<file path="src/rtl/mem_bus_arbiter.sv">
// mem_bus_arbiter
//   Shares the single external memory bus port between three requesters
//   (0 = dcache, 1 = uncached data, 2 = icache refill). One transaction is in
//   flight at a time: an address phase followed by 1..16 data beats. Winner
//   selection is fixed-priority (lowest index), except that a requester that
//   has lost AGE_MAX consecutive arbitrations is promoted to the top.
//
// Ports
//   clk, rst          clock, synchronous active-high reset
//   rq_req[2:0]       per-requester request, held until its rq_addr_ok
//   rq_wr[2:0]        per-requester write flag
//   rq_addr[95:0]     {addr2, addr1, addr0}
//   rq_len[11:0]      {len2, len1, len0}, beats-1
//   rq_wstrb[11:0]    per-requester byte strobes
//   rq_wdata[95:0]    per-requester write data, current beat
//   rq_addr_ok[2:0]   one-hot pulse, address phase accepted
//   rq_data_ok[2:0]   one-hot pulse, one beat done
//   rq_rdata[31:0]    read data, valid with rq_data_ok
//   rq_last           final beat of the current transaction
//   bus_req/bus_wr/bus_addr/bus_len/bus_wstrb/bus_wdata   bus request side
//   bus_addr_ok/bus_data_ok/bus_rdata                     bus response side
//   busy              transaction in progress
module mem_bus_arbiter #(
    parameter int AGE_MAX = 4
) (
    input  logic        clk,
    input  logic        rst,
    input  logic [2:0]  rq_req,
    input  logic [2:0]  rq_wr,
    input  logic [95:0] rq_addr,
    input  logic [11:0] rq_len,
    input  logic [11:0] rq_wstrb,
    input  logic [95:0] rq_wdata,
    output logic [2:0]  rq_addr_ok,
    output logic [2:0]  rq_data_ok,
    output logic [31:0] rq_rdata,
    output logic        rq_last,
    output logic        bus_req,
    output logic        bus_wr,
    output logic [31:0] bus_addr,
    output logic [3:0]  bus_len,
    output logic [3:0]  bus_wstrb,
    output logic [31:0] bus_wdata,
    input  logic        bus_addr_ok,
    input  logic        bus_data_ok,
    input  logic [31:0] bus_rdata,
    output logic        busy
);

    localparam logic [2:0] AGE_LIM = 3'(AGE_MAX);

    typedef enum logic [1:0] {
        IDLE = 2'd0,
        ADDR = 2'd1,
        DATA = 2'd2
    } state_t;

    state_t      state_q;
    logic [1:0]  grant_q;
    logic        wr_q;
    logic [31:0] addr_q;
    logic [3:0]  len_q;
    logic [3:0]  wstrb_q;
    logic [3:0]  beat_q;
    logic [2:0]  age_q [3];

    logic [1:0]  grant_d;

    // Winner selection: an aged-out requester beats plain priority. Age is
    // only honoured for requesters that are actually asking right now.
    always_comb begin
        logic found;
        grant_d = 2'd0;
        found   = 1'b0;
        for (int i = 0; i < 3; i++) begin
            if (!found && rq_req[i] && (age_q[i] >= AGE_LIM)) begin
                grant_d = 2'(i);
                found   = 1'b1;
            end
        end
        for (int i = 0; i < 3; i++) begin
            if (!found && rq_req[i]) begin
                grant_d = 2'(i);
                found   = 1'b1;
            end
        end
    end

    always_ff @(posedge clk) begin
        if (rst) begin
            state_q <= IDLE;
            grant_q <= 2'd0;
            wr_q    <= 1'b0;
            addr_q  <= 32'd0;
            len_q   <= 4'd0;
            wstrb_q <= 4'd0;
            beat_q  <= 4'd0;
            for (int i = 0; i < 3; i++) age_q[i] <= 3'd0;
        end else begin
            case (state_q)
                IDLE: begin
                    if (|rq_req) begin
                        grant_q <= grant_d;
                        wr_q    <= rq_wr[grant_d];
                        addr_q  <= rq_addr[grant_d*32 +: 32];
                        len_q   <= rq_len[grant_d*4 +: 4];
                        wstrb_q <= rq_wstrb[grant_d*4 +: 4];
                        state_q <= ADDR;
                        // Losers that are still asking age (saturating);
                        // the winner and idle requesters start over.
                        for (int i = 0; i < 3; i++) begin
                            if (!rq_req[i] || (grant_d == 2'(i))) begin
                                age_q[i] <= 3'd0;
                            end else if (age_q[i] < AGE_LIM) begin
                                age_q[i] <= age_q[i] + 3'd1;
                            end
                        end
                    end
                end
                ADDR: begin
                    if (bus_addr_ok) begin
                        beat_q  <= len_q;
                        state_q <= DATA;
                    end
                end
                DATA: begin
                    if (bus_data_ok) begin
                        if (beat_q == 4'd0) begin
                            state_q <= IDLE;
                        end else begin
                            beat_q <= beat_q - 4'd1;
                        end
                    end
                end
                default: state_q <= IDLE;
            endcase
        end
    end

    // Handshake pulses are combinational so the requester sees them in the
    // same cycle the bus reports the event.
    logic addr_fire;
    logic data_fire;
    assign addr_fire = (state_q == ADDR) && bus_addr_ok;
    assign data_fire = (state_q == DATA) && bus_data_ok;

    assign bus_req    = (state_q == ADDR);
    assign bus_wr     = wr_q;
    assign bus_addr   = addr_q;
    assign bus_len    = len_q;
    assign bus_wstrb  = wstrb_q;
    assign bus_wdata  = ((state_q == DATA) && wr_q) ? rq_wdata[grant_q*32 +: 32] : 32'd0;
    assign rq_addr_ok = addr_fire ? (3'b001 << grant_q) : 3'b000;
    assign rq_data_ok = data_fire ? (3'b001 << grant_q) : 3'b000;
    assign rq_rdata   = data_fire ? bus_rdata : 32'd0;
    assign rq_last    = data_fire && (beat_q == 4'd0);
    assign busy       = (state_q != IDLE);

endmodule

</file>
<file path="config.mk">
export PLATFORM = sky130hd
export DESIGN_NAME = mem_bus_arbiter
export DESIGN_NICKNAME = d
export VERILOG_FILES = /design/src/rtl/mem_bus_arbiter.sv
export SDC_FILE = /design/constraint.sdc
export NUM_CORES = 1
export LEC_CHECK = 0
export CAP_MARGIN = 15
export CORE_AREA = 2 2 143 145
export CTS_BUF_LIST = sky130_fd_sc_hd__clkbuf_4
export CTS_CLUSTER_SIZE = 10
export DETAILED_ROUTE_END_ITERATION = 8
export DIE_AREA = 0 0 145 147
export PLACE_DENSITY = 0.64
export SLEW_MARGIN = 10
export SYNTH_ARGS = -nofsm -noshare
export SYNTH_HDL_FRONTEND = slang
export SYNTH_SLANG_ARGS = --single-unit
</file>
<file path="constraint.sdc">
create_clock -name clk -period 3.9 [get_ports clk]
set_clock_uncertainty 0.15 [all_clocks]
set_input_delay 0.78 -clock clk [delete_from_list [all_inputs] [get_ports clk]]
set_output_delay 0.78 -clock clk [all_outputs]
set_load 0.005 [all_outputs]
</file>
==> results.yml <==
run_status:
  run_status: "finished, final reports clean"
clock_tree:
  cts_sinks: 58
  clk_latency_ps: 410
  cts_tree: "done"
  clockBufferDepth: 2
  cts_made_buffers: 9
  htreeDepth: 3
  cts_root_buffer: "clkbuf_4"
  cts-resized-gates: 0
  cts_setup_buffers: 0
  path_clk_slew_ps: 100
  cts-hold-fix-buffers: 0
power:
  comb_power_share: 0.423
  netSwitchingFraction: 0.318
  seqPwrFrac: 0.361
  p_per_area_nw_per_um2: 246
  leakagePower_nw: 3.02
  intPower_mw: 1.39
  peakVddDrop_mv: 0.145
  power.switching_uw: 648
  total_power_mw: 2.04
  clkPwrFrac: 0.217
synth:
  synth_ff_type: "dfxtp_1"
  synth_area_sq_um: 4220
  async_reset_ff_frac: 0
  synth_seq_cells: 58
  ys_warn_count: 0
  synth-edff-count: 9
  syn-num-nets: 784
  synthCells: 522
  ys_seq_area_frac: 0.296
  synth.avg_cell_area_sq_um: 8.09
  ys_types: 46
min_path:
  hp-class: "flip-flop to flip-flop"
  whs_path_depth: 2
  min_to: "beat_q[1]"
  worstHoldStart: "beat_q[1]"
timing:
  layout_worst_path_cycle_share: 0.866
  max_slew.worst_pin.slew_ps: 702
  rsz0062_at_grt: "false"
  setup_slack_ps: 524
  hold_violations: 0
  tns_ps: 0
  slew_violations: 0
  finalSetupViolCount: 0
  fmax_mhz: 296
  fin_crit_ps: 3380
  relSlewSlack: 0.532
routing:
  wirelength_mm: 20.0
  first_pass_iters: 4
  drc: 0
  drtIter0Drc: 175
  antenna_left: 0
  routedWlPerCell_um: 17.5
  vias_per_cell: 4.62
  vias: 5295
die:
  rows: 52
  die_h_um: 147
  start_util: 0.213
  core-area_sq_um: 19800
  die_x_um: 145
  io_pins: 372
  die_area_sq_um: 21300
placed_design:
  portBuffers: 371
  pre_cts_ws_ps: 501
  gp_congestion: 0.795
  dp_hpwl_mm: 15.8
worst_setup_path:
  required_ps: 2970
  cp-start-kind: "input pin"
  path_class: "input pin to primary output"
  ff2ff_setup_slack_ps: 1860
  cp_max_fo: 27
  r2r_cells: 5
  crit_path_end_kind: "primary output"
  reg2reg_from: "age_q[1][2]"
  cp.arrival_ps: 2450
  r2r-end: "bus_addr[27]"
layout:
  fin_nets: 1129
  area_growth_pct: 96.1
  fillCellCount: 2017
  layout_common_cells: "370 x clkdlybuf4s50_1, 116 x nor2_1, 48 x dfxtp_1, 41 x nand3_1"
  layout_commonest_cell: "clkdlybuf4s50_1"
  drive_above_1_share: 0.0757
global_route:
  grt_pass1_vias: 5474
  antenna_found_initial: 3
  grt_pass1_wl_mm: 30.8
  grt_use_total: 0.183
  grt_overflow: 0
  grt_max_degree: 46
job:
  drv_cap: 0
[per-stage QoR]
stage / std cells / cell area, sq um / utilization / hold slack (ps)
3_5_place_dp: 1126 / 8150 / 0.410 / 320
2_1_floorplan: 522 / 4220 / - / 295
5_1_grt: 1144 / 8280 / 0.417 / 355
6_report: 1145 / 8290 / 0.418 / 328
4_1_cts: 1142 / 8280 / 0.417 / 335
3_3_place_gp: 1126 / 8150 / 0.410 / 308
[cells in the mapped netlist, drive strengths merged (4+ instances only)]
cell type  instances  share of area
a211oi            41          0.075
a21oi             39          0.046
a221oi            42           0.12
and2              37          0.055
buf               33          0.054
clkbuf            18          0.016
dfxtp             49           0.23
edfxtp             9          0.064
ha                 4          0.012
mux2i             32          0.076
nand2             14          0.017
nand2b             5         0.0074
nand3             41          0.049
nor2             117           0.11
nor2b              5         0.0074
o21ai              4         0.0056
[power groups by stage]
stage	combinational [mW]	sequential, mW	clock [mW]
global route	0.941	0.747	0.492
detailed placement	0.868	0.750	0
floorplan	0.383	0.733	0
finish	0.860	0.735	0.441
global placement	0.869	0.746	0
CTS	0.873	0.737	0.469
[cell type report]
cell class / instances / area [sq um] / share of cell area
diodes: 3 / 7.51 / 0.000906
clock buffers: 10 / 75.1 / 0.00906
clock inverters: 6 / 57.6 / 0.00695
inverters: 3 / 11.3 / 0.00136
multi-input cells: 410 / 2680 / 0.323
flip-flops and latches: 58 / 1250 / 0.151
well taps: 270 / 338 / 0.0408
repair buffers: 385 / 3860 / 0.466
[routing by layer]
layer / share of wire / wire length [um] / global-route usage / up-vias
met1: 0.38 / 7700 / 0.210 / 2414
met3: 0.10 / 2070 / 0.0711 / 14
li1: - / - / - / 2603
met5: 0 / 0 / 0 / -
met2: 0.50 / 10000 / 0.319 / 264
met4: 0.012 / 239 / 0.0520 / 0
[kinds of logic (layout without fill, tap and decap cells)]
kind of cell	count (synthesis)	in the layout	synth area share
flops	58	58	0.296
fa+ha+maj	4	4	0.0118
buf+inv	54	404	0.0729
other cells	0	3	0
mux	33	33	0.0785
simple gates	237	237	0.275
compound gates	136	136	0.265
[worst max-delay path: stages]
cell and delay (ps):
clkdlybuf4s50_1 490, and3b_1 340, buf_12 190, and2_1 130
clkdlybuf4s50_1 500
[flip-flops by register name, summed over array words and instances (netlist names)]
register   flops
bus_wr         1
bus_addr      32
bus_wstrb      4
beat_q         4
state_q        2
grant_q        2
bus_len        4
age_q          9
[worst max path at each step]
stage / cells past startpoint / slack (ps) / to / startpoint
floorplan: 3 / 1620 / rq_rdata[10] / bus_data_ok
global placement: 5 / 530 / rq_rdata[6] / bus_data_ok
detailed placement: 5 / 500 / rq_rdata[18] / bus_data_ok
CTS: 5 / 500 / rq_rdata[18] / bus_data_ok
global route: 6 / 400 / bus_wdata[21] / grant_q[0]
finish: 5 / 520 / rq_rdata[19] / bus_data_ok
No activity file was read; power rests on OpenSTA's default activity.
